===== config.mk =====
export PLATFORM = sky130hd
export DESIGN_NAME = trace_dump_engine
export DESIGN_NICKNAME = d
export VERILOG_FILES = /design/src/rtl/trace_dump_pkg.sv /design/src/rtl/trace_byte_serializer.sv /design/src/rtl/trace_dump_engine.sv
export SDC_FILE = /design/constraint.sdc
export NUM_CORES = 1
export LEC_CHECK = 0
export ABC_AREA = 1
export CAP_MARGIN = 30
export CELL_PAD_IN_SITES_DETAIL_PLACEMENT = 1
export CELL_PAD_IN_SITES_GLOBAL_PLACEMENT = 2
export CORE_ASPECT_RATIO = 1.75
export CORE_MARGIN = 2
export CORE_UTILIZATION = 29
export CTS_CLUSTER_SIZE = 10
export DETAILED_ROUTE_END_ITERATION = 7
export PLACE_DENSITY_LB_ADDON = 0.1
export SLEW_MARGIN = 20
export SYNTH_ARGS = -nofsm -noshare
export SYNTH_HDL_FRONTEND = slang
export SYNTH_SLANG_ARGS = --single-unit

===== constraint.sdc =====
create_clock -name clk_i -period 3.8 [get_ports clk_i]
set_clock_uncertainty 0.1 [all_clocks]
set_input_delay 0.76 -clock clk_i [delete_from_list [all_inputs] [get_ports clk_i]]
set_output_delay 0.76 -clock clk_i [all_outputs]
set_load 0.03 [all_outputs]

===== src/rtl/trace_dump_pkg.sv =====
// rtl/trace_dump_pkg.sv - shared state encoding and stream constants for the trace dump engine
package trace_dump_pkg;

  typedef enum logic [2:0] {
    ST_IDLE,
    ST_HDR,
    ST_RD_REQ,
    ST_RD_CAP,
    ST_SEND,
    ST_DONE
  } dump_state_t;

  localparam int BYTES_PER_ENTRY = 8;
  localparam int LEN_BITS        = 4;

  localparam logic [7:0] HDR_MAGIC0 = 8'hA5;
  localparam logic [7:0] HDR_MAGIC1 = 8'h5A;

endpackage


===== src/rtl/trace_byte_serializer.sv =====
// rtl/trace_byte_serializer.sv - loads up to 8 bytes and shifts them out LSB-first under valid/ready
module trace_byte_serializer
  import trace_dump_pkg::*;
(
  input  logic                           clk_i,
  input  logic                           rst_i,
  input  logic                           flush,
  input  logic                           load,
  input  logic [LEN_BITS-1:0]            load_len,
  input  logic [8*BYTES_PER_ENTRY-1:0]   load_data,
  output logic [7:0]                     tx_data,
  output logic                           tx_valid,
  input  logic                           tx_ready,
  output logic                           last
);

  logic [8*BYTES_PER_ENTRY-1:0] shift_q;
  logic [LEN_BITS-1:0]          remain_q;
  logic                         fire;

  assign fire    = tx_valid & tx_ready;
  assign last    = fire & (remain_q == LEN_BITS'(1));
  assign tx_data = shift_q[7:0];

  // Shift register: the current byte is held until accepted, so stalls never disturb tx_data.
  always_ff @(posedge clk_i or posedge rst_i) begin
    if (rst_i) begin
      shift_q  <= '0;
      remain_q <= '0;
      tx_valid <= 1'b0;
    end else if (flush) begin
      shift_q  <= '0;
      remain_q <= '0;
      tx_valid <= 1'b0;
    end else if (load) begin
      shift_q  <= load_data;
      remain_q <= load_len;
      tx_valid <= (load_len != '0);
    end else if (fire) begin
      shift_q  <= {8'h00, shift_q[8*BYTES_PER_ENTRY-1:8]};
      remain_q <= remain_q - LEN_BITS'(1);
      tx_valid <= (remain_q != LEN_BITS'(1));
    end
  end

endmodule


===== src/rtl/trace_dump_engine.sv =====
// rtl/trace_dump_engine.sv - walks a frozen trace buffer oldest-first and streams it as bytes; TRACE_DUMP_HEADER_EN adds a 4-byte header
module trace_dump_engine
  import trace_dump_pkg::*;
#(
  parameter int TRACE_DEPTH = 64,
  parameter int PTR_BITS    = $clog2(TRACE_DEPTH)
) (
  input  logic                clk_i,
  input  logic                rst_i,
  input  logic                trace_triggered_i,
  input  logic [PTR_BITS-1:0] trace_wr_ptr_i,
  output logic [PTR_BITS-1:0] trace_rd_addr_o,
  input  logic [31:0]         trace_rd_pc_i,
  input  logic [31:0]         trace_rd_instr_i,
  input  logic                dump_start_i,
  input  logic                auto_dump_en_i,
  input  logic                abort_i,
  output logic [7:0]          tx_data_o,
  output logic                tx_valid_o,
  input  logic                tx_ready_i,
  output logic                busy_o,
  output logic                done_o,
  output logic [PTR_BITS:0]   entry_idx_o
);

  localparam int IDX_BITS = PTR_BITS + 1;

  if (TRACE_DEPTH < 2 || TRACE_DEPTH > 256 || (TRACE_DEPTH & (TRACE_DEPTH - 1)) != 0) begin : g_bad_depth
    $error("trace_dump_engine: TRACE_DEPTH must be a power of two in 2..256");
  end

`ifdef TRACE_DUMP_HEADER_EN
  localparam int         HDR_BYTES  = 4;
  localparam logic [8:0] DEPTH9     = 9'(TRACE_DEPTH);
  localparam logic [7:0] DEPTH_BYTE = DEPTH9[7:0];
`endif

  dump_state_t               state_q;
  logic [PTR_BITS-1:0]       base_q;
  logic [IDX_BITS-1:0]       entry_idx_q;
  logic [IDX_BITS-1:0]       next_idx;
  logic                      trig_q;
  logic                      trig_rise;
  logic                      start;
  logic                      busy_q;
  logic                      done_q;
  logic                      ser_load;
  logic                      ser_last;
  logic [LEN_BITS-1:0]       ser_len;
  logic [8*BYTES_PER_ENTRY-1:0] ser_data;

  assign trig_rise = trace_triggered_i & ~trig_q;
  assign start     = (dump_start_i | (auto_dump_en_i & trig_rise)) & trace_triggered_i;
  assign next_idx  = entry_idx_q + IDX_BITS'(1);

  assign trace_rd_addr_o = (state_q == ST_IDLE) ? '0 : base_q + entry_idx_q[PTR_BITS-1:0];
  assign busy_o          = busy_q;
  assign done_o          = done_q;
  assign entry_idx_o     = entry_idx_q;

  // Serializer load: entry bytes when the read data is captured, header bytes on the start edge.
  always_comb begin
    ser_load = 1'b0;
    ser_len  = LEN_BITS'(BYTES_PER_ENTRY);
    ser_data = {trace_rd_instr_i, trace_rd_pc_i};
    if (!abort_i) begin
      if (state_q == ST_RD_CAP) begin
        ser_load = 1'b1;
      end
`ifdef TRACE_DUMP_HEADER_EN
      else if (state_q == ST_IDLE && start) begin
        ser_load = 1'b1;
        ser_len  = LEN_BITS'(HDR_BYTES);
        ser_data = {32'h0, 8'(trace_wr_ptr_i), DEPTH_BYTE, HDR_MAGIC1, HDR_MAGIC0};
      end
`endif
    end
  end

  // Dump sequencer: snapshot the oldest slot, then read/capture/send one entry at a time.
  always_ff @(posedge clk_i or posedge rst_i) begin
    if (rst_i) begin
      state_q     <= ST_IDLE;
      base_q      <= '0;
      entry_idx_q <= '0;
      trig_q      <= 1'b0;
      busy_q      <= 1'b0;
      done_q      <= 1'b0;
    end else begin
      trig_q <= trace_triggered_i;
      done_q <= 1'b0;
      if (abort_i) begin
        state_q <= ST_IDLE;
        busy_q  <= 1'b0;
      end else begin
        case (state_q)
          ST_IDLE: begin
            if (start) begin
              base_q      <= trace_wr_ptr_i;
              entry_idx_q <= '0;
              busy_q      <= 1'b1;
`ifdef TRACE_DUMP_HEADER_EN
              state_q     <= ST_HDR;
`else
              state_q     <= ST_RD_REQ;
`endif
            end
          end
`ifdef TRACE_DUMP_HEADER_EN
          ST_HDR: begin
            if (ser_last) state_q <= ST_RD_REQ;
          end
`endif
          ST_RD_REQ: state_q <= ST_RD_CAP;
          ST_RD_CAP: state_q <= ST_SEND;
          ST_SEND: begin
            if (ser_last) begin
              entry_idx_q <= next_idx;
              if (next_idx < IDX_BITS'(TRACE_DEPTH)) begin
                state_q <= ST_RD_REQ;
              end else begin
                state_q <= ST_DONE;
                done_q  <= 1'b1;
              end
            end
          end
          ST_DONE: begin
            state_q <= ST_IDLE;
            busy_q  <= 1'b0;
          end
          default: begin
            state_q <= ST_IDLE;
            busy_q  <= 1'b0;
          end
        endcase
      end
    end
  end

  trace_byte_serializer u_ser (
    .clk_i     (clk_i),
    .rst_i     (rst_i),
    .flush     (abort_i),
    .load      (ser_load),
    .load_len  (ser_len),
    .load_data (ser_data),
    .tx_data   (tx_data_o),
    .tx_valid  (tx_valid_o),
    .tx_ready  (tx_ready_i),
    .last      (ser_last)
  );

endmodule


==> metrics.md, run 1 <==
| Metric | Value |
|---|---|
| Initial core utilization | `29.75%` |
| Final min period | `3533 ps` |
| Root Buffer | `clkbuf_16` |
| CP arrival | `between 2000 and 3000 ps` |
| Setup-failing EPs final | `0` |
| Area of the core | `15460 um2` |
| Synth Cell Area | `between 4000 and 5000 um2` |
| Clock slew at reported path FFs | `70 ps` |
| Total CTS buffers | `9` |
| Vias in the first global route | `4359` |
| Met3 global-route usage | `3.391%` |
| Worst-Margin Slew | `759.9 ps` |
| Critical path required time | `slightly below 3000 ps` |
| Family with the most delay on the worst path | `adder cells` |
| Worst slew margin | `between 40% and 50%` |
| Sequential fraction of the synthesis area | `between 40 and 50%` |
| Hold Startpoint | `busy_o$_DFFE_PP0P_` |
| GR Layer Usage met1 | `between 10% and 20%` |
| GR peak layer | `met2` |
| First-pass GRT wire length | `approximately 23000 um` |
| Multi-input gate area | `1857 um2` |
| Clock Path Buffers | `2` |
| Cells after Synth | `579` |
| Share of cells above drive strength 1 | `approximately 6.3%` |
| PD cells | `418.7 nW/um2` |
| I/O pin total | `about 100` |
| Reg2reg start | `state_q[2]$_DFFE_PP0P_` |
| Routed wire length | `14150 um` |
| Clock network power share | `between 30% and 40%` |
| DIE WIDTH | `99.21 um` |
| Drt drc | `0` |
| Largest net degree at the start of global routing | `89` |
| Die area | `16930 um2` |
| Routed Antenna Nets | `0` |
| GP Congestion | `0.7779` |
| Diode count | `0` |
| Setup tns final | `0 ps` |
| CP Max Fanout | `8` |
| CTS tree | `done` |
| Met2 usage | `between 30% and 40%` |
| H-Tree Depth | `3` |
| GRT Util Overall | `17.08%` |
| Nets | `747` |
| Seq cells post-synth | `88` |
| CP peak stage delay | `670 ps` |
| CP Class | `reg2out` |
| Int Pwr | `about 0.0017 W` |
| Fin crit share | `roughly 93%` |
| Slowest-stage cell, CP | `clkdlybuf4s50_1` |
| CTS resizes | `0` |
| Dpl hpwl | `approximately 10000 um` |
| Syn Area/Cell | `7.946 um2` |
| Switching Share | `30.59%` |
| Max_cap viols | `0` |
| Critical-path cell list | `ha_1 > fa_1 > nand2_1 > nand2_1 > a21oi_1 > xor2_1 > nor2_1 > clkdlybuf4s50_1` |
| CTS Sinks | `slightly below 90` |
| Synth async-reset ratio | `100.0%` |
| Final Cell Area | `approximately 6000 um2` |
| Core Util, Final | `38.56%` |
| Net Sw Power | `~0.00076 W` |
| Via count | `4028` |
| Crit path buf inv count | `1` |
| CP most frequent cell | `nand2_1` |
| Worst skew pair latency | `340 ps` |
| Total power | `0.002497 W` |
| Number of post-CTS setup repair buffers | `0` |
| Endpoints failing hold | `0` |
| Seq. cell area | `around 2200 um2` |
| Share of the synthesized area in the top cell type | `47.87%` |
| P&R area growth vs syn | `29.62%` |
| Top cells by area, synth | `dfrtp_1, nand2_1, o21ai_1` |
| Initial DRT Pass Iterations | `4` |
| DRT iter0 DRCs | `120` |
| Pins Over Slew Limit | `0` |
| RSZ-0062 raised after global routing | `no` |
| CP Capture Type | `primary output` |
| Filler cells | `1884` |
| Largest area contributor in the synthesized netlist | `dfrtp_1` |
| Hold Path Class | `reg2reg` |
| IO buf count | `100` |
| CP Launch Type | `flop` |
| Total congestion overflow | `0` |
| Drt wl/cell | `approximately 17 um` |
| Max Freq | `0.2831 GHz` |
| EDFF count, synth | `0` |
| Hold_buf cts | `0` |
| Initial antenna violation count | `0` |
| Min Hold Slack | `380.0 ps` |
| Comb pwr share | `around a fifth` |
| Die Ht | `170.6 um` |
| Distinct cells, synth | `36` |
| LEAKAGE | `2.863 nW` |
| Net Count, Synth | `between 600 and 700` |
| DP Area | `5680 um2` |
| FP Rows | `60` |
| Critical path startpoint | `entry_idx_o[0]$_DFFE_PP0P_` |
| Warnings from Yosys | `0` |
| Worst VDD drop | `0.1872 mV` |
| Status | `finished, final reports clean` |
| Synth Flop Type | `dfrtp_1` |
| Via/cell ratio | `4.728` |
| Reg power frac | `44.6%` |
==> path summary, 6_finish.rpt <==
| path | slack [ps] | cells past startpoint | end |
|---|---|---|---|
| max | 270 | 8 | trace_rd_addr_o[4] |
| min | 380 | 2 | busy_o$_DFFE_PP0P_ |
| max reg2reg | 1720 | 7 | u_ser.shift_q[6]$_DFFE_PP0P_ |
| min reg2reg | 380 | 2 | busy_o$_DFFE_PP0P_ |
| max in group asynchronous | 2450 | 3 | u_ser.shift_q[32]$_DFFE_PP0P_ |
| min in group asynchronous | 730 | 3 | u_ser.shift_q[6]$_DFFE_PP0P_ |
==> sequential cells by signal (all words and copies together) (netlist names) <==
| name | count |
|---|---|
| done_o | 1 |
| state_q | 3 |
| busy_o | 1 |
| base_q | 6 |
| entry_idx_o | 7 |
| u_ser.remain_q | 4 |
| u_ser.shift_q | 64 |
| u_ser.tx_valid | 1 |
| trig_q | 1 |
==> cell usage in the layout (no fill, tap or decap), types with 3 or more instances in the layout <==
cell type and n:
ha_1 8, buf_4 5, dfrtp_1 88, clkinvlp_4 3, clkbuf_16 9, nand2_1 110, a31oi_1 8, o21ai_1 74
o21ai_0 35, nand2_2 5, a21oi_1 6, o21ai_2 3, buf_12 3, nor3_1 3, inv_1 72, nand3_1 24
a22o_1 8, xor2_1 3, inv_2 3, nor2_1 73, clkdlybuf4s50_1 100
==> cell usage after synthesis (all sizes together) (2+ instances only) <==
library cell / n
nand4: 2
or2: 2
xor2: 3
nand2: 115
a21oi: 6
a22o: 8
dfrtp: 88
nor3: 3
o21ai: 112
a31oi: 8
clkbuf: 8
ha: 8
buf: 29
nor2: 76
inv: 76
nand3: 27
==> power by group through the flow <==
stage / clock network [W] / registers (W) / logic, W
floorplan: 0 / 0.00111 / 0.000336
global placement: 0 / 0.00113 / 0.000527
detailed placement: 0 / 0.00113 / 0.000536
CTS: 0.000886 / 0.00112 / 0.000540
global route: 0.000920 / 0.00113 / 0.000593
finish: 0.000859 / 0.00111 / 0.000525
==> layer usage <==
layer,share of wire (%),routed length [um],up-vias
li1,-,-,1997
met1,40,5661,1948
met2,54,7683,70
met3,3.6,504,13
met4,2.1,299,0
met5,0,0,-
==> tightest hold or removal path: stages, from the launching register on <==
cell and delay [ps]:
dfrtp_1 350, nand2_1 60, nand2_1 50
==> cell type report <==
cell class / count / area share (%)
inverters: 77 / 4.868
multi-input cells: 377 / 31.14
clock buffers: 11 / 4.071
clock inverters: 5 / 0.6714
well taps: 186 / 3.903
repair buffers: 108 / 18.42
flip-flops and latches: 88 / 36.93
==> cells by family after synthesis <==
family,after synthesis,share of synthesized area [%]
compound gates,136,16.02
xor+xnor,4,0.7616
fa+ha+maj,9,2.611
simple gates,228,20.91
buf+inv,114,11.83
flops,88,47.87
==> through the flow <==
step | worst slack, ps | cells
5_1_grt | 88.98 | 852
6_report | 267.3 | 852
3_5_place_dp | 614.0 | 836
4_1_cts | 225.9 | 852
3_3_place_gp | 686.2 | 836
2_1_floorplan | 661.4 | 579
No activity file was read; power rests on OpenSTA's default activity.
==> run 2: changes to the inputs <==
--- a/config.mk
+++ b/config.mk
@@ -15,6 +15,7 @@
 export CTS_CLUSTER_SIZE = 10
 export DETAILED_ROUTE_END_ITERATION = 7
 export PLACE_DENSITY_LB_ADDON = 0.1
+export SETUP_SLACK_MARGIN = 0.1
 export SLEW_MARGIN = 20
 export SYNTH_ARGS = -nofsm -noshare
 export SYNTH_HDL_FRONTEND = slang
==> metrics.md, run 2 (same netlist as run 1, synthesis figures left out) <==
| Metric | Value |
|---|---|
| Worst Hold End | `busy_o$_DFFE_PP0P_ (unchanged)` |
| Nets | `747 (unchanged)` |
| Setup tns final | `0 ps (unchanged)` |
| Worst-Margin Slew | `759.9 ps (unchanged)` |
| Dpl hpwl | `10130 um (unchanged)` |
| Pins Over Slew Limit | `0 (unchanged)` |
| IO buf count | `100 (unchanged)` |
| Worst slew margin | `49.16% (unchanged)` |
| Crit path buf inv count | `1 (unchanged)` |
| Hold_buf cts | `0 (unchanged)` |
| Initial antenna violation count | `0 (unchanged)` |
| Largest net degree at the start of global routing | `89 (unchanged)` |
| H-Tree Depth | `3 (unchanged)` |
| Leading cell type in the layout, fill and taps excluded | `nand2_1 (unchanged)` |
| Die Ht | `170.6 um (unchanged)` |
| Routed Antenna Nets | `0 (unchanged)` |
| DRT iter0 DRCs | `120 (unchanged)` |
| Core Util, Final | `38.58% (was 38.56%)` |
| P&R area growth vs syn | `29.67% (was 29.62%)` |
| RSZ-0062 raised after global routing | `no (unchanged)` |
| Worst Hold Path Cells | `2 (unchanged)` |
| Clock Path Buffers | `2 (unchanged)` |
| CTS resizes | `0 (unchanged)` |
| Drt wl/cell | `16.60 um (was 16.61 um)` |
| Via count | `4028 (unchanged)` |
| Initial core utilization | `29.75% (unchanged)` |
| Fin crit share | `87.78% (was 92.97%)` |
| Reg2reg start | `state_q[2]$_DFFE_PP0P_ (unchanged)` |
| Endpoints failing hold | `0 (unchanged)` |
| Clock slew at reported path FFs | `70 ps (about the same)` |
| CTS tree | `done (unchanged)` |
| Routed wire length | `14150 um (about the same)` |
| Max_cap viols | `0 (unchanged)` |
| Total congestion overflow | `0 (unchanged)` |
| Drt drc | `0 (unchanged)` |
| PD cells | `418.4 nW/um2 (was 418.7 nW/um2)` |
| CP Class | `reg2out (unchanged)` |
| Slack of the critical path | `464.4 ps (was 267.3 ps)` |
| Die area | `16930 um2 (unchanged)` |
| Worst VDD drop | `0.1872 mV (unchanged)` |
| Total CTS buffers | `9 (unchanged)` |
| CP Launch Type | `flop (unchanged)` |
| Most frequent cells in the layout | `nand2_1, clkdlybuf4s50_1, dfrtp_1 (unchanged)` |
| Worst skew pair latency | `340 ps (about the same)` |
| CP Capture Type | `primary output (unchanged)` |
| Final min period | `3336 ps (was 3533 ps)` |
| Hold Path Class | `reg2reg (unchanged)` |
| Filler cells | `1885 (was 1884)` |
| Initial DRT Pass Iterations | `4 (unchanged)` |
| Number of flip-flops in the largest register | `64 (unchanged)` |
| CP arrival | `2480 ps (was 2670 ps)` |
| Family with the most delay on the worst path | `buffers and inverters (was adder cells)` |
| Slowest-stage cell, CP | `clkdlybuf4s50_1 (unchanged)` |
| Critical path required time | `2940 ps (about the same)` |
| Critical-path cell list | `ha_1 > nand2_1 > nand2_1 > nand2_1 > and2_1 > nand3_1 > nand2_1 > nor2_1 > clkdlybuf4s50_1 (was ha_1 > fa_1 > nand2_1 > nand2_1 > a21oi_1 > xor2_1 > nor2_1 > clkdlybuf4s50_1)` |
| Max Freq | `0.2998 GHz (was 0.2831 GHz)` |
| GRT Util Overall | `17.08% (unchanged)` |
| First-pass GRT wire length | `22660 um (unchanged)` |
| DIE WIDTH | `99.21 um (unchanged)` |
| Setup-failing EPs final | `0 (unchanged)` |
| Critical path startpoint | `entry_idx_o[2]$_DFFE_PP0P_ (was entry_idx_o[0]$_DFFE_PP0P_)` |
| Area of the core | `15460 um2 (unchanged)` |
| FP Rows | `60 (unchanged)` |
| LEAKAGE | `2.879 nW (was 2.863 nW)` |
| Vias in the first global route | `4359 (unchanged)` |
| Diode count | `0 (unchanged)` |
| Root Buffer | `clkbuf_16 (unchanged)` |
| CP Max Fanout | `7 (was 8)` |
| Reg with most FFs | `u_ser.shift_q (unchanged)` |
| Hold Startpoint | `busy_o$_DFFE_PP0P_ (unchanged)` |
| Via/cell ratio | `4.728 (unchanged)` |
| CTS Sinks | `88 (unchanged)` |
| Worst r2r dst | `u_ser.shift_q[6]$_DFFE_PP0P_ (unchanged)` |
| Number of post-CTS setup repair buffers | `0 (unchanged)` |
| CP most frequent cell | `nand2_1 (unchanged)` |
| I/O pin total | `101 (unchanged)` |
| Setup WS pre-CTS | `614.0 ps (unchanged)` |
| CP peak stage delay | `680 ps (was 670 ps)` |
| Share of cells above drive strength 1 | `6.306% (unchanged)` |
| Worst R2R Setup Slack | `1720 ps (about the same)` |
| Worst Reg-to-Reg Cells | `7 (unchanged)` |
| GP Congestion | `0.7779 (unchanged)` |
| Status | `finished, final reports clean (unchanged)` |
run 2: changes by cell type in the layout (fill, tap and decap cells not counted), sizes merged:
| cell | previous run | this run |
|---|---|---|
| clkdlybuf4s50 | 100 | 99 |
| dlymetal6s2s | 0 | 1 |
run 2: worst max path at each step:
stage,end,slack [ps],cells after the start
global route,trace_rd_addr_o[5],260,9
finish,trace_rd_addr_o[5],460,9
floorplan,base_q[0]$_DFFE_PP0P_,660,1
detailed placement,trace_rd_addr_o[4],610,8
global placement,trace_rd_addr_o[4],690,8
CTS,trace_rd_addr_o[4],230,8
run 2: layer usage:
layer	share of wire [%]	track usage (%)	routed length (um)
met5	0	0	0
met4	2.1	5.777	299
met3	3.6	3.391	509
met2	54	31.26	7683
met1	40	19.62	5654
run 2: power breakdown:
part	leakage [nW]	internal [W]	switching, W
clock	0.128	0.000465	0.000393
sequential	1.13	0.00104	0.0000700
combinational	1.62	0.000224	0.000300
total	2.88	0.00173	0.000764
run 2: area by class of cell:
type                    count  area [um2]  share of cell area [%]
inverters                  77       290.3                   4.866
repair buffers            108        1101                   18.46
flip-flops and latches     88        2202                   36.91
well taps                 186       232.7                   3.901
clock inverters             5       40.04                  0.6711
multi-input cells         377        1857                   31.12
clock buffers              11       242.7                   4.069
run 2: worst min-delay path, stage by stage, from the launching register on:
cell and delay (ps):
dfrtp_1 350, nand2_1 60, nand2_1 50
run 2: stage by stage:
step                area (um2)  instances  hold WS [ps]  power, W
global placement          5680        836         360.5  0.001655
detailed placement        5680        836         369.2  0.001670
finish                    5966        852         380.0  0.002496
floorplan                 4601        579         352.2  0.001449
global route              5966        852         413.1  0.002640
CTS                       5963        852         388.1  0.002542
